## src/rtl/turbo_pkg.sv

```systemverilog
// Shared turbo-code definitions: block sizes, interleaver,
// soft-value mapping and encoder FSM states.
package turbo_pkg;

    localparam int INPUT_SIZE  = 5;
    localparam int EXTEND_SIZE = INPUT_SIZE + 2;
    localparam int SOFT_W      = 4;
    localparam int HARD_W      = 3 * EXTEND_SIZE;

    localparam logic [SOFT_W-1:0] SOFT_ONE  = 4'b0111;
    localparam logic [SOFT_W-1:0] SOFT_ZERO = 4'b1001;

    // Interleaver, same table as the decoder side.
    localparam int PI [INPUT_SIZE] = '{0, 4, 2, 1, 3};

    typedef enum logic [2:0] {
        S_IDLE = 3'd0,
        S_ENC  = 3'd1,
        S_SEND = 3'd2,
        S_HOLD = 3'd3,
        S_FIN  = 3'd4
    } state_t;

    // u_k of the block; bit 0 outside the information range.
    function automatic logic info_bit(
        input logic [INPUT_SIZE-1:0] info,
        input logic [2:0]            k
    );
        info_bit = 1'b0;
        for (int i = 0; i < INPUT_SIZE; i++) begin
            if (k == 3'(i)) begin
                info_bit = info[INPUT_SIZE-1-i];
            end
        end
    endfunction

    // Interleaved position pi(k); 0 outside the information range.
    function automatic logic [2:0] pi_of(input logic [2:0] k);
        pi_of = 3'd0;
        for (int i = 0; i < INPUT_SIZE; i++) begin
            if (k == 3'(i)) begin
                pi_of = 3'(PI[i]);
            end
        end
    endfunction

    // Bit plane j of the soft values of every hard bit.
    function automatic logic [HARD_W-1:0] soft_plane(
        input logic [HARD_W-1:0] hard,
        input logic [1:0]        j
    );
        for (int i = 0; i < HARD_W; i++) begin
            soft_plane[i] = hard[i] ? SOFT_ONE[j] : SOFT_ZERO[j];
        end
    endfunction

endpackage

```

## src/rtl/turbo_encoder_if.sv

```systemverilog
// Request/stream bundle between a block source, the turbo
// encoder and the downstream decoder input.
interface turbo_encoder_if;

    logic [turbo_pkg::INPUT_SIZE-1:0] data_i;
    logic                             start_i;
    logic                             busy_o;
    logic [turbo_pkg::HARD_W-1:0]     data_o;
    logic                             start_o;
    logic                             done_o;

    modport master (
        output data_i,
        output start_i,
        input  busy_o,
        input  data_o,
        input  start_o,
        input  done_o
    );

    modport slave (
        input  data_i,
        input  start_i,
        output busy_o,
        output data_o,
        output start_o,
        output done_o
    );

endinterface

```

## src/rtl/turbo_encoder_rsc_enc.sv

```systemverilog
// Recursive systematic convolutional encoder, 5/7 octal,
// one trellis step per enabled cycle with tail forcing.
module rsc_enc (
    input  logic clk_p_i,
    input  logic reset_n_i,
    input  logic clr_i,
    input  logic en_i,
    input  logic tail_i,
    input  logic u_i,
    output logic u_o,
    output logic p_o
);

    logic [1:0] s_q;
    logic [1:0] s_d;
    logic       s1;
    logic       s2;
    logic       a;

    assign s1 = s_q[0];
    assign s2 = s_q[1];

    // Tail input s1^s2 cancels the feedback and drives a to 0.
    always_comb begin
        u_o = tail_i ? (s1 ^ s2) : u_i;
        a   = u_o ^ s1 ^ s2;
        p_o = a ^ s2;
        s_d = {s1, a};
    end

    // Trellis state: cleared per block, shifted per step.
    always_ff @(posedge clk_p_i or negedge reset_n_i) begin
        if (!reset_n_i) begin
            s_q <= 2'b00;
        end else if (clr_i) begin
            s_q <= 2'b00;
        end else if (en_i) begin
            s_q <= s_d;
        end
    end

endmodule

```

## src/rtl/turbo_encoder.sv

```systemverilog
// Rate-1/3 turbo encoder: encodes one 5-bit block, then
// streams 4 soft bit planes with the decoder start qualifier.
module turbo_encoder
    import turbo_pkg::*;
(
    input  logic            clk_p_i,
    input  logic            reset_n_i,
    turbo_encoder_if.slave  bus
);

    state_t                  state_q;
    state_t                  state_d;
    logic [2:0]              cnt_q;
    logic [2:0]              cnt_d;
    logic [INPUT_SIZE-1:0]   info_q;
    logic [EXTEND_SIZE-1:0]  sys_q;
    logic [EXTEND_SIZE-1:0]  par1_q;
    logic [EXTEND_SIZE-1:0]  par2_q;
    logic [HARD_W-1:0]       data_q;
    logic [HARD_W-1:0]       data_d;
    logic                    start_q;
    logic                    start_d;
    logic                    done_q;
    logic                    done_d;
    logic                    busy_q;
    logic                    busy_d;

    logic accept;
    logic enc_en;
    logic tail;
    logic u1_in;
    logic u2_in;
    logic u1_eff;
    logic u2_eff;
    logic p1;
    logic p2;

    // busy_q also covers the FIN output cycle, so a request
    // arriving while done_o is shown is still ignored.
    assign accept = (state_q == S_IDLE) && bus.start_i && !busy_q;
    assign enc_en = (state_q == S_ENC);
    assign tail   = (cnt_q >= 3'(INPUT_SIZE));
    assign u1_in  = info_bit(info_q, cnt_q);
    assign u2_in  = info_bit(info_q, pi_of(cnt_q));

    rsc_enc u_rsc1 (
        .clk_p_i   (clk_p_i),
        .reset_n_i (reset_n_i),
        .clr_i     (accept),
        .en_i      (enc_en),
        .tail_i    (tail),
        .u_i       (u1_in),
        .u_o       (u1_eff),
        .p_o       (p1)
    );

    // Encoder-2 tail inputs are not transmitted.
    rsc_enc u_rsc2 (
        .clk_p_i   (clk_p_i),
        .reset_n_i (reset_n_i),
        .clr_i     (accept),
        .en_i      (enc_en),
        .tail_i    (tail),
        .u_i       (u2_in),
        .u_o       (u2_eff),
        .p_o       (p2)
    );

    // State and step/plane counter registers.
    always_ff @(posedge clk_p_i or negedge reset_n_i) begin
        if (!reset_n_i) begin
            state_q <= S_IDLE;
            cnt_q   <= 3'd0;
        end else begin
            state_q <= state_d;
            cnt_q   <= cnt_d;
        end
    end

    // Next state: 7 trellis steps, 4 planes, hold, finish.
    always_comb begin
        state_d = state_q;
        cnt_d   = cnt_q;
        unique case (state_q)
            S_IDLE: begin
                if (accept) begin
                    state_d = S_ENC;
                    cnt_d   = 3'd0;
                end
            end
            S_ENC: begin
                if (cnt_q == 3'(EXTEND_SIZE-1)) begin
                    state_d = S_SEND;
                    cnt_d   = 3'd0;
                end else begin
                    cnt_d = cnt_q + 3'd1;
                end
            end
            S_SEND: begin
                if (cnt_q == 3'(SOFT_W-1)) begin
                    state_d = S_HOLD;
                    cnt_d   = 3'd0;
                end else begin
                    cnt_d = cnt_q + 3'd1;
                end
            end
            S_HOLD: state_d = S_FIN;
            S_FIN:  state_d = S_IDLE;
            default: begin
                state_d = S_IDLE;
                cnt_d   = 3'd0;
            end
        endcase
    end

    // Output next-values, registered one cycle behind the state.
    always_comb begin
        data_d  = '0;
        start_d = 1'b0;
        done_d  = 1'b0;
        busy_d  = (state_q != S_IDLE) || (state_d != S_IDLE);
        unique case (state_q)
            S_SEND: begin
                data_d  = soft_plane({sys_q, par1_q, par2_q},
                                     cnt_q[1:0]);
                start_d = 1'b1;
            end
            S_HOLD: start_d = 1'b1;
            S_FIN:  done_d  = 1'b1;
            default: ;
        endcase
    end

    // Block latch and per-step capture of the coded bits.
    always_ff @(posedge clk_p_i or negedge reset_n_i) begin
        if (!reset_n_i) begin
            info_q <= '0;
            sys_q  <= '0;
            par1_q <= '0;
            par2_q <= '0;
        end else if (accept) begin
            info_q <= bus.data_i;
        end else if (enc_en) begin
            sys_q[3'(EXTEND_SIZE-1) - cnt_q]  <= u1_eff;
            par1_q[3'(EXTEND_SIZE-1) - cnt_q] <= p1;
            par2_q[3'(EXTEND_SIZE-1) - cnt_q] <= p2;
        end
    end

    // Registered outputs.
    always_ff @(posedge clk_p_i or negedge reset_n_i) begin
        if (!reset_n_i) begin
            data_q  <= '0;
            start_q <= 1'b0;
            done_q  <= 1'b0;
            busy_q  <= 1'b0;
        end else begin
            data_q  <= data_d;
            start_q <= start_d;
            done_q  <= done_d;
            busy_q  <= busy_d;
        end
    end

    assign bus.data_o  = data_q;
    assign bus.start_o = start_q;
    assign bus.done_o  = done_q;
    assign bus.busy_o  = busy_q;

endmodule

```

## src/flat_wrapper.sv

```systemverilog
// flat-port wrapper written by rule: the top's interface ports become plain ports
module turbo_encoder_flat import turbo_pkg::*;
  (clk_p_i, reset_n_i, bus_data_i, bus_start_i, bus_busy_o, bus_data_o, bus_start_o, bus_done_o);
  turbo_encoder_if bus_i ();
  input  logic clk_p_i;
  input  logic reset_n_i;
  input wire logic [$bits(bus_i.data_i)-1:0] bus_data_i;
  input wire logic [$bits(bus_i.start_i)-1:0] bus_start_i;
  output wire logic [$bits(bus_i.busy_o)-1:0] bus_busy_o;
  output wire logic [$bits(bus_i.data_o)-1:0] bus_data_o;
  output wire logic [$bits(bus_i.start_o)-1:0] bus_start_o;
  output wire logic [$bits(bus_i.done_o)-1:0] bus_done_o;
  assign bus_i.data_i = bus_data_i;
  assign bus_i.start_i = bus_start_i;
  assign bus_busy_o = bus_i.busy_o;
  assign bus_data_o = bus_i.data_o;
  assign bus_start_o = bus_i.start_o;
  assign bus_done_o = bus_i.done_o;
  turbo_encoder u_core (.clk_p_i(clk_p_i), .reset_n_i(reset_n_i), .bus(bus_i));
endmodule
```

## config.mk

```make
export PLATFORM = sky130hd
export DESIGN_NAME = turbo_encoder_flat
export DESIGN_NICKNAME = d
export VERILOG_FILES = /design/src/rtl/turbo_pkg.sv /design/src/rtl/turbo_encoder_if.sv /design/src/rtl/turbo_encoder_rsc_enc.sv /design/src/rtl/turbo_encoder.sv /design/src/flat_wrapper.sv
export SDC_FILE = /design/constraint.sdc
export NUM_CORES = 1
export LEC_CHECK = 0
export ABC_AREA = 1
export CAP_MARGIN = 40
export CORE_MARGIN = 2
export CORE_UTILIZATION = 64
export DETAILED_ROUTE_END_ITERATION = 7
export DONT_BUFFER_PORTS = 1
export PLACE_DENSITY = 0.9
export SLEW_MARGIN = 10
export SYNTH_ARGS = -nofsm -noshare
export SYNTH_HDL_FRONTEND = slang
export SYNTH_SLANG_ARGS = --single-unit
```

## constraint.sdc

```tcl
create_clock -name clk_p_i -period 3.4 [get_ports clk_p_i]
set_clock_uncertainty 0.2 [all_clocks]
set_input_delay 0.68 -clock clk_p_i [delete_from_list [all_inputs] [get_ports clk_p_i]]
set_output_delay 0.68 -clock clk_p_i [all_outputs]
set_load 0.005 [all_outputs]
```

; Word level (Yosys, flattened, before mapping)
; Cells that the tools add are included.
[totals]
reg_bits = 60
in_bits = 8
out_inout_bits = 24
word_cells = 118
[classes]
addsub = 2
magnitude_cmp = 4
n_eq_ne = 14
n_mux = 61
n_bitwise = 10
n_reduce_logical = 15
[op_table]
columns = cell, count
row1 = $mux 1, 38
row2 = $mux 3, 10
row3 = $pmux 3 s4, 2
row4 = $bwmux 7, 3
row5 = $mux 21, 1
row6 = $eq 3x2->1 const B, 6
row7 = $eq 3x3->1 const B, 4
row8 = $eq 3x1->1 const B, 3
row9 = $logic_not 3->1, 3
row10 = $mux 2, 4
row11 = $xor 1x1->1, 8
row12 = $reduce_bool 3->1, 2
row13 = $bmux 1 s2, 2
row14 = $lt 3x4->1 const B, 1
row15 = $reduce_and 2->1, 2
row16 = $reduce_or 2->1, 2
row17 = $add 3x1->3 const B, 1
row18 = $demux 1 s3, 1
row19 = $ge 3x1->1 const B, 1
row20 = $ge 3x3->1 const B, 1
row21 = $logic_and 1x1->1, 3
row22 = $lt 2x3->1 const B, 1
row23 = $sub 3x3->3 const A, 1
row24 = $ne 2x1->1 const B, 1
row25 = 4 further kinds, 5

; Depth between registers and ports, before layout
[logic_depth]
ltp_word = 16
depth_mapped = 14

; By module
; From an unflattened synthesis, not the netlist that was laid out.
[hier_totals]
hier_cells = 344
hier_area_um2 = 2967.8
[modules_own_cells]
columns = module, n_inst, cells_each, area_each_um2, seq_area_each_um2
row1 = turbo_encoder, 1, 292, 2642.5, 1401.3
row2 = rsc_enc, 2, 26, 162.7, 50.0

; Worst setup path before layout
; OpenSTA, ideal clock, no wires.
[synth_path]
kind = register to register
startpoint = register u_core.cnt_q[0]
endpoint = register u_core.par2_q[5]
arrival_ns = 1.648
slack_ns = 1.434
path_stages_with_launch = 13
n_path_buf = 0
period_less_slack_ns = 1.966
path_cell_list = dfrtp_1 ha_1 ha_1 inv_1 nand3_1 nand3_1 nand2_1 nand2_1 nand2_1 nand2_2 nand3_2 nand3_1 nand2_1
[synth_between]
elab_chain_len = 16
[synth_rtl]
columns = item, line
row1 = start: declaration, turbo_encoder.sv:13  ; logic [2:0] cnt_q;
row2 = start signal: assignment, turbo_encoder.sv:76  ; cnt_q <= cnt_d;
row3 = $eq 3x1->1, turbo_pkg.sv:41  ; if (k == 3'(i)) begin
row4 = $mux 3 (4 in series), turbo_pkg.sv:41
row5 = $logic_not 3->1, turbo_pkg.sv:31  ; if (k == 3'(i)) begin
row6 = $mux 1 (5 in series), turbo_pkg.sv:31
row7 = $mux 1, turbo_encoder_rsc_enc.sv:25  ; u_o = tail_i ? (s1 ^ s2) : u_i;
row8 = $xor 1x1->1 (2 in series), turbo_encoder_rsc_enc.sv:26  ; a = u_o ^ s1 ^ s2;
row9 = $xor 1x1->1, turbo_encoder_rsc_enc.sv:27  ; p_o = a ^ s2;
row10 = $bwmux 7 *, turbo_encoder.sv:146  ; par2_q[3'(EXTEND_SIZE-1) - cnt_q] <= p2;
row11 = end signal: indexed assignment, turbo_encoder.sv:146
row12 = end: declaration, turbo_encoder.sv:18  ; logic [EXTEND_SIZE-1:0] par2_q;
; Mark *: on every way between the ends. The rest lies on a longest branch, timed or not.
; A chain may end at the register's enable or synchronous reset.

; Final worst setup path
; Ends and elaborated chain as after synthesis.

==> results by group <==
Run status
  – Status: complete, no violations

Detailed routing
  – Routed vias: 2,160
  – First-pass iteration count of the detailed router: 4
  – WL final: about 5400 um
  – WL per Instance: 14.4 um
  – Vias/cell: between 5 and 6
  – DRT iter0 DRCs: ~160
  – Post-DRT Antenna Nets: 0
  – Residual DRC: 0

Logic synthesis
  – Netlist cell types: 33
  – Yosys top cell by area: dfrtp_1
  – Synth Net Count: 327
  – Largest cells by area after synthesis: dfrtp_1, nand2_1, a211oi_1
  – Netlist Area Pre-Place: between 2000 and 3000 sq um
  – YS warnings: 0
  – Post-Syn Instances: ~310
  – Post-synthesis register bit count: 60
  – Sequential share of the synthesized area: around 52%
  – Synth top area share: between 50 and 60%
  – Syn avg cell area: 9.21 sq um

Floorplanning
  – Die Wd: 71.0 um
  – Die height: between 70 and 80 um
  – I/O pin cnt: 32
  – Area of the core: about 4400 sq um
  – Row count: 24
  – Initial Utilization: around 66%
  – Die area: 5040 sq um

Global route
  – Vias in the first global route: ~2,100
  – Global Route Usage Sum: approximately a quarter
  – Met1 Use GR: around 31%
  – Largest net degree at the start of global routing: slightly above 60
  – GR Util met3: 7.41%
  – Busiest grt layer: met2
  – Total grt overflow: 0
  – GRT met2 Usage: between 30% and 40%
  – First-pass GRT wire length: about 9300 um
  – Initial antenna violation count: 0

Finish
  – Antenna diode count: 0
  – Nets: around 330
  – Most frequent cells in the layout: dfrtp_1, nand2_1, nor2_1
  – Final instance area: around 3100 sq um
  – Area grow syn2layout: 8.66%
  – Commonest non-fill, non-tap cell in the layout: dfrtp_1
  – Register area: 1500 sq um
  – Layout cells sized above 1: 16.7%
  – Fill count: 310
  – Footprint of the multi-input gates: 1190 sq um
  – Utilization after layout: 71.7%

Clock tree
  – CTS tree: yes
  – CTS Buffer Depth: 2
  – Worst-Skew Late Latency: between 300 and 400 ps
  – Reg clk slew, reported paths: 60 ps
  – Clk sink count: 60
  – CTS H-Tree Depth: 3
  – Post-CTS Resized: 0
  – Post-CTS Hold Buffers: 1
  – CTS root buffer: clkbuf_8
  – Num CTS Buffers: 9
  – Setup Buffers After CTS: 0

Setup path
  – Worst endpoint required time: 3430 ps
  – Largest delay share family, worst path: buffers and inverters
  – Worst path most repeated cell: inv_1
  – CP Max Fanout: 23
  – Critical path buffer and inverter count: 3
  – Worst Path Arrival: between 2000 and 2500 ps
  – WS Path Type: register to register
  – CP endpoint kind: register
  – Slowest cell on crit path: inv_1
  – Critical path's largest stage delay: ~530 ps
  – CP startpoint kind: register
  – CP cell instances: inv_2, ha_1, inv_1, nor2_1, inv_1, nor2_4, nand3_1, nand2_1

Timing
  – Slew HR: 52.6%
  – Fin. Hold Viols: 0
  – Final slew viol count: 0
  – Final min period: ~2300 ps
  – Worst-Margin Slew: 710 ps
  – Final critical-path share of the clock period: ~70%
  – Fmax: 429 MHz
  – RSZ-0062 raised after global routing: false
  – # setup viols final: 0
  – Setup TNS: 0 ps

Pwr
  – Switching Fraction: a little under half
  – PwrDens: 1030 nW/um^2
  – Static leakage: approximately 1.5 nW
  – NetSw: approximately 1.5 mW
  – Clock network power share: a little under a fifth
  – Peak supply drop: ~0.00055 V
  – Int Power: ~1.7 mW
  – Logic gate share of total power: between 40% and 50%
  – Reg power frac: a little over a third

Placed design
  – Placed cell areas: slightly below 3000 sq um
  – Hpwl dp: 3740 um
  – IO buf count: 0
  – Gpl congestion: 0.892

Worst hold path
  – Hold Path Class: input port to asynchronous set/reset pin

Job
  – Max-cap viol count: 0
[synthesized netlist by cell type, drive strengths merged]
cell type,n
a211oi,21
a21oi,6
a31oi,9
buf,3
clkbuf,4
dfrtp,60
ha,7
inv,39
mux2,2
nand2,64
nand3,27
nor2,52
nor3,4
o211ai,1
o21ai,7
o221ai,1
o22ai,1
or2,1
xnor2,2
xor2,1
[through the flow]
step	hold WS, ps	total power, mW	setup WS (ps)	std cells
finish	5.74	3.22	1070	375
global route	12.6	3.49	907	375
global placement	186	2.52	1210	358
detailed placement	186	2.59	1080	358
CTS	13.0	3.22	1070	375
floorplan	184	2.30	1430	312
[per-layer routing]
layer / part of all wire (%) / routed length, um / vias up
met5: 0 / 0 / -
met4: 2.7 / 147 / 0
met3: 5.2 / 280 / 15
met2: 49 / 2640 / 70
met1: 43 / 2330 / 1032
li1: - / - / 1043
[cell type report]
type / count / area share [%]
timing repair buffer: 2 / 1.12
clock inverter: 5 / 1.68
clock buffer: 11 / 4.21
tap: 52 / 2.08
multi-input combinational: 206 / 38.1
inverter: 39 / 4.77
sequential: 60 / 48.1
[path summary, 6_finish.rpt]
path	start	to	slack [ps]	depth (start not counted)
max	u_core.cnt_q[0]	u_core.par2_q[5]	1070	8
min	reset_n_i	u_core.bus.data_o[16]	6	1
max reg2reg	u_core.cnt_q[0]	u_core.par2_q[5]	1070	8
min reg2reg	u_core.par1_q[2]	u_core.bus.data_o[9]	280	1
max in group asynchronous	reset_n_i	u_core.par1_q[1]	2760	1
min in group clk_p_i	u_core.par1_q[2]	u_core.bus.data_o[9]	280	1
[power groups by stage]
stage	Sequential [mW]	Clock [mW]	Combinational, mW
after floorplan	1.10	0	1.20
after global placement	1.15	0	1.37
after detailed placement	1.16	0	1.43
after CTS	1.15	0.609	1.46
after global routing	1.18	0.644	1.66
final	1.16	0.599	1.46
[flip-flops by register name (all words and copies together) (netlist names)]
signal	cells
u_core.bus.data_o	21
u_core.state_q	3
u_core.sys_q	7
u_core.par2_q	7
u_core.u_rsc2.s_q	2
u_core.info_q	5
u_core.bus.done_o	1
u_core.bus.busy_o	1
u_core.u_rsc1.s_q	2
u_core.par1_q	7
u_core.cnt_q	3
u_core.bus.start_o	1
[kinds of logic after synthesis]
kind of cell / after synthesis / synth area share [%]
XOR/XNOR: 3 / 1.18
adder cells (fa/ha/maj): 7 / 3.05
AO/OA/AOI/OAI: 46 / 11.0
buffers and inverters: 46 / 6.40
AND/OR/NAND/NOR: 148 / 25.3
multiplexers: 2 / 0.784
flip-flops: 60 / 52.2
Note: power is estimated with default switching activity, not from simulation.
